`src/rtl/when_case_decoder.sv`:
```
// when_case_decoder: recovers {sel1, sel2} select pairs from 4-bit priority
// codes, queues legal results in a small FIFO behind a valid/ready handshake,
// and drops and counts illegal codes.
module when_case_decoder #(
   parameter int DEPTH = 2,
   parameter int CNT_W = 8
) (
   input  logic             clk,
   input  logic             rst_n,
   input  logic             code_valid,
   output logic             code_ready,
   input  logic [3:0]       code,
   input  logic             code_kind,
   output logic             dec_valid,
   input  logic             dec_ready,
   output logic             sel1,
   output logic             sel2,
   output logic             err,
   input  logic             err_clr,
   output logic [CNT_W-1:0] err_count
);

   localparam int AW = (DEPTH > 1) ? $clog2(DEPTH) : 1;
   localparam logic [CNT_W-1:0] CNT_MAX = {CNT_W{1'b1}};

   logic [1:0]    mem [DEPTH];
   logic [AW-1:0] wr_ptr;
   logic [AW-1:0] rd_ptr;
   logic [AW:0]   occupancy;

   logic          legal;
   logic [1:0]    pair;
   logic          accept;
   logic          push;
   logic          pop;

   assign code_ready = (occupancy < (AW+1)'(DEPTH));
   assign dec_valid  = (occupancy != '0);
   assign accept     = code_valid && code_ready;
   assign push       = accept && legal;
   assign pop        = dec_valid && dec_ready;

   // Outputs are forced to 0 while empty, so stale slot contents never leak.
   assign sel1 = dec_valid ? mem[rd_ptr][1] : 1'b0;
   assign sel2 = dec_valid ? mem[rd_ptr][0] : 1'b0;

   // Decode the code against the table chosen by code_kind.
   always_comb begin
      // NOTE: defaults first so every path assigns both outputs and no latch is inferred.
      legal = 1'b0;
      pair  = 2'b00;
      if (!code_kind) begin
         case (code)
            4'h5:    begin legal = 1'b1; pair = 2'b10; end
            4'hF:    begin legal = 1'b1; pair = 2'b01; end
            4'h2:    begin legal = 1'b1; pair = 2'b00; end
            default: begin legal = 1'b0; pair = 2'b00; end
         endcase
      end else begin
         case (code)
            4'h3:    begin legal = 1'b1; pair = 2'b10; end
            4'hD:    begin legal = 1'b1; pair = 2'b01; end
            4'h4:    begin legal = 1'b1; pair = 2'b00; end
            default: begin legal = 1'b0; pair = 2'b00; end
         endcase
      end
   end

   // Storage array: written on push only.
   // NOTE: the data array has no reset; validity is tracked by occupancy alone.
   always_ff @(posedge clk) begin
      if (push) begin
         mem[wr_ptr] <= pair;
      end
   end

   // FIFO pointers and occupancy; push and pop together leave occupancy unchanged.
   always_ff @(posedge clk or negedge rst_n) begin
      // NOTE: state registers use non-blocking assignments so all updates see pre-edge values.
      if (!rst_n) begin
         wr_ptr    <= '0;
         rd_ptr    <= '0;
         occupancy <= '0;
      end else begin
         if (push) begin
            wr_ptr <= (wr_ptr == AW'(DEPTH - 1)) ? '0 : wr_ptr + 1'b1;
         end
         if (pop) begin
            rd_ptr <= (rd_ptr == AW'(DEPTH - 1)) ? '0 : rd_ptr + 1'b1;
         end
         case ({push, pop})
            2'b10:   occupancy <= occupancy + 1'b1;
            2'b01:   occupancy <= occupancy - 1'b1;
            default: occupancy <= occupancy;
         endcase
      end
   end

   // Error pulse and saturating illegal-code counter; clear beats increment.
   always_ff @(posedge clk or negedge rst_n) begin
      if (!rst_n) begin
         err       <= 1'b0;
         err_count <= '0;
      end else begin
         err <= accept && !legal;
         if (err_clr) begin
            err_count <= '0;
         end else if (accept && !legal && (err_count != CNT_MAX)) begin
            err_count <= err_count + 1'b1;
         end
      end
   end

endmodule

```
`config.mk`:
```
export PLATFORM = sky130hd
export DESIGN_NAME = when_case_decoder
export DESIGN_NICKNAME = d
export VERILOG_FILES = /design/src/rtl/when_case_decoder.sv
export SDC_FILE = /design/constraint.sdc
export NUM_CORES = 1
export LEC_CHECK = 0
export BUFFER_PORTS_ARGS = -buffer_cell sky130_fd_sc_hd__buf_4
export CAP_MARGIN = 20
export CORE_AREA = 2 2 46 90
export DETAILED_ROUTE_END_ITERATION = 10
export DIE_AREA = 0 0 48 92
export GPL_TIMING_DRIVEN = 0
export PLACE_DENSITY_LB_ADDON = 0.05
export SYNTH_ARGS = -nofsm -noshare
export SYNTH_HDL_FRONTEND = slang
export SYNTH_SLANG_ARGS = --single-unit
```
`constraint.sdc`:
```
create_clock -name clk -period 1.9 [get_ports clk]
set_input_delay 0.285 -clock clk [delete_from_list [all_inputs] [get_ports clk]]
set_output_delay 0.285 -clock clk [all_outputs]
set_load 0.02 [all_outputs]
```
==> run_results.csv <==
group,metric,value,unit
yosys,synth_top_area_share,36.26,%
place,routabilityCongestion,0.6570,
route,vias_per_cell,4.272,
yosys,ys_ff_latch,17,
power,clkPwrFrac,22.2,%
route,drtAntennaViolNets,0,
setup_path,rrSetupSlack,0.11,ns
setup_path,cp.arrival,1.92,ns
yosys,yosysWarnings,0,
setup_path,crit_path_start_kind,"flop",
setup_path,critPathKind,"reg -> reg",
clock_network,clock_latency,0.25,ns
power,power.total,1234,uW
sta,finalSetupViolations,0,
power,leakage,0.0005493,uW
yosys,synthesis.area,897.1,sq um
power,p_int,814.9,uW
floorplan,pin_count,23,
floorplan,die_h,92,um
setup_path,r2r_end,"err_count[5]",
cells_and_area,layout.nets,131,
global_route,first_global_vias,747,
sta,skew,0.003874,ns
global_route,gr-total-overflow,0,
clock_network,cts_num_sinks,17,
setup_path,ff2ff_path_depth,6,
setup_path,required,2.03,ns
power,vdd_drop_max,0.3952,mV
sta,worst_slew_pin_slew,0.4737,ns
route,first_pass_iters,4,
sta,setup_tns,0,ns
setup_path,cp-end-kind,"flop",
global_route,grt_usage,11.05,%
yosys,yosys-top-cells-area,"dfrtp_1 (36%), edfxtp_1 (13%), xnor2_1 (7.8%), nor2_1 (6.7%), mux2i_1 (4.5%)",
run_status,status,"finished clean",
sta,fmax,0.5588,GHz
yosys,syn_avg_cell_area,10.31,sq um
yosys,synth-edff-count,4,
sta,rsz0062_at_grt,"false",
yosys,synth_top_cell_by_area,"dfrtp_1",
floorplan,std_cell_rows,32,
sta,hold_viol,0,
clock_network,numCtsBuffers,3,
route,drc,0,
cells_and_area,area_growth,35.98,%
floorplan,die_w,48,um
yosys,synth.distinct_cells,25,
route,drtIter0Drc,22,
hold_path,hold_path_depth,2,
hold_path,min_to,"mem[0][1]",
power,p_seq_share,39.8,%
sta,post-route-min-period,1.789,ns
route,vias,722,
place,hpwl,1578,um
clock_network,cts.htree.levels,1,
power,combPwrFrac,38.0,%
yosys,ys.flop_type,"dfrtp_1",
setup_path,crit_path_max_fanout,4,
yosys,synthesis.instances,87,
floorplan,die-area,0.004416,sq mm
clock_network,cts_tree,"built",
clock_network,clock_path_buffers,2,
clock_network,root_buffer,"clkbuf_8",
sta,drv_slew,0,
global_route,grt_pass1_wl,3429,um
yosys,ys_async_sr_fraction,76.47,%
sta,finalCritPeriodShare,94.18,%
floorplan,start_util,23.59,%
hold_path,min_path_type,"in -> reg",
clock_network,path_clk_slew,0.07,ns
yosys,syn_nets,99,
power,p_switching,418.9,uW
cells_and_area,n_antenna_cell,0,
yosys,synth_most_common_cell,"nor2_1",
power,power_density,1011,mW/mm^2
power,swShare,33.95,%
global_route,grt_max_degree,14,
global_route,grt_antenna_before_repair,0,
cells_and_area,drive_gt1_share,31.36,%
yosys,synth.yosys.seq_area_share,49.65,%
floorplan,design.core.area,0.003804,sq mm
cells_and_area,final_util,32.07,%
place,port_buffers,21,
setup_path,timing.rr.start,"err_count[0]",
flow_run,drv_cap,0,
sta,max_slew_margin,68.21,%
hold_path,hp-start,"code[3]",
route,wirelength,2106,um
route,wire_per_inst,12.46,um
yosys,synth_top_cells_by_count,"nor2_1 (16), dfrtp_1 (13), xnor2_1 (8), and3_1 (5), inv_1 (5)",
## logic make-up after synthesis
group	after synthesis	share of synthesized area, %
simple gates	38	22.60
flops	17	49.65
compound gates	9	6.277
xor+xnor	9	8.787
buf+inv	6	2.510
mux	6	7.392
fa+ha+maj	2	2.789
## per-stage QoR
stage	hold WS, ns	setup WS (ns)	instances	area (sq um)
2_1_floorplan	-0.01059	0.0006840	87	897.1
3_3_place_gp	0.1493	-0.2464	159	1119
3_5_place_dp	0.1509	-0.2592	159	1119
4_1_cts	0.3475	0.001665	165	1181
5_1_grt	0.3545	0.02941	169	1220
6_report	0.3498	0.1106	169	1220
## cells in the final DEF (no fill, tap or decap), types with 2 or more instances in the layout
cell	synthesis	routed
xnor2_1	8	8
and3_1	5	3
nand3_1	4	4
clkbuf_8	0	3
o21ai_1	0	2
inv_1	5	5
nor2b_1	3	3
dfrtp_1	13	13
nand2_1	2	2
mux2i_1	4	4
nor3b_1	3	3
buf_4	0	25
and3_2	0	2
edfxtp_1	4	4
a21oi_1	4	4
nor2_1	16	16
a21o_2	2	2
## registers in the layout, indices dropped and copies added, names as in the netlist
name / cells
mem: 4
rd_ptr: 1
err: 1
err_count: 8
occupancy: 2
wr_ptr: 1
## power groups by stage
stage	Clock, uW	Combinational, uW	Sequential (uW)
2_1_floorplan	0	263	508
3_3_place_gp	0	424	505
3_5_place_dp	0	426	505
4_1_cts	285	439	498
5_1_grt	300	517	501
6_report	274	469	491
## worst max path at each step
stage,from,end,cells after the start
2_1_floorplan,err_count[0],err_count[5],6
3_3_place_gp,code[0],occupancy[1],7
3_5_place_dp,code[0],occupancy[1],7
4_1_cts,err_count[0],err_count[5],6
5_1_grt,err_count[0],err_count[5],6
6_report,err_count[0],err_count[5],6
## critical path: stages, from the launching register on
cell and delay [ns]:
dfrtp_1 0.40, ha_2 0.20, and3_2 0.20, and3_2 0.23
nor3_4 0.15, nand4_1 0.15, mux2_1 0.33
## layout make-up
cell class,count,area [sq um]
timing repair buffer,27,209.0
sequential,17,445.4
tap,51,63.81
clock buffer,4,45.04
multi-input combinational,64,434.2
fill,410,2584
buffer,1,3.754
inverter,5,18.77
## per-layer routing
metal / share of wire [%] / GRT usage [%] / up-vias
li1: - / - / 358
met1: 35 / 11.39 / 343
met2: 59 / 19.11 / 17
met3: 3.6 / 1.969 / 4
met4: 2.1 / 6.081 / 0
met5: 0 / 0 / -
## repair_timing
item | CTS | global route
setup endpoints to repair | 1 | 8
pin swaps | 1 | 2
endpoints found under the hold margin | 13 | 0
buffers inserted | 1 | 4
hold buffers | 1 | 0
resized for setup | 0 | 6
Note: power is estimated with default switching activity, not from simulation.
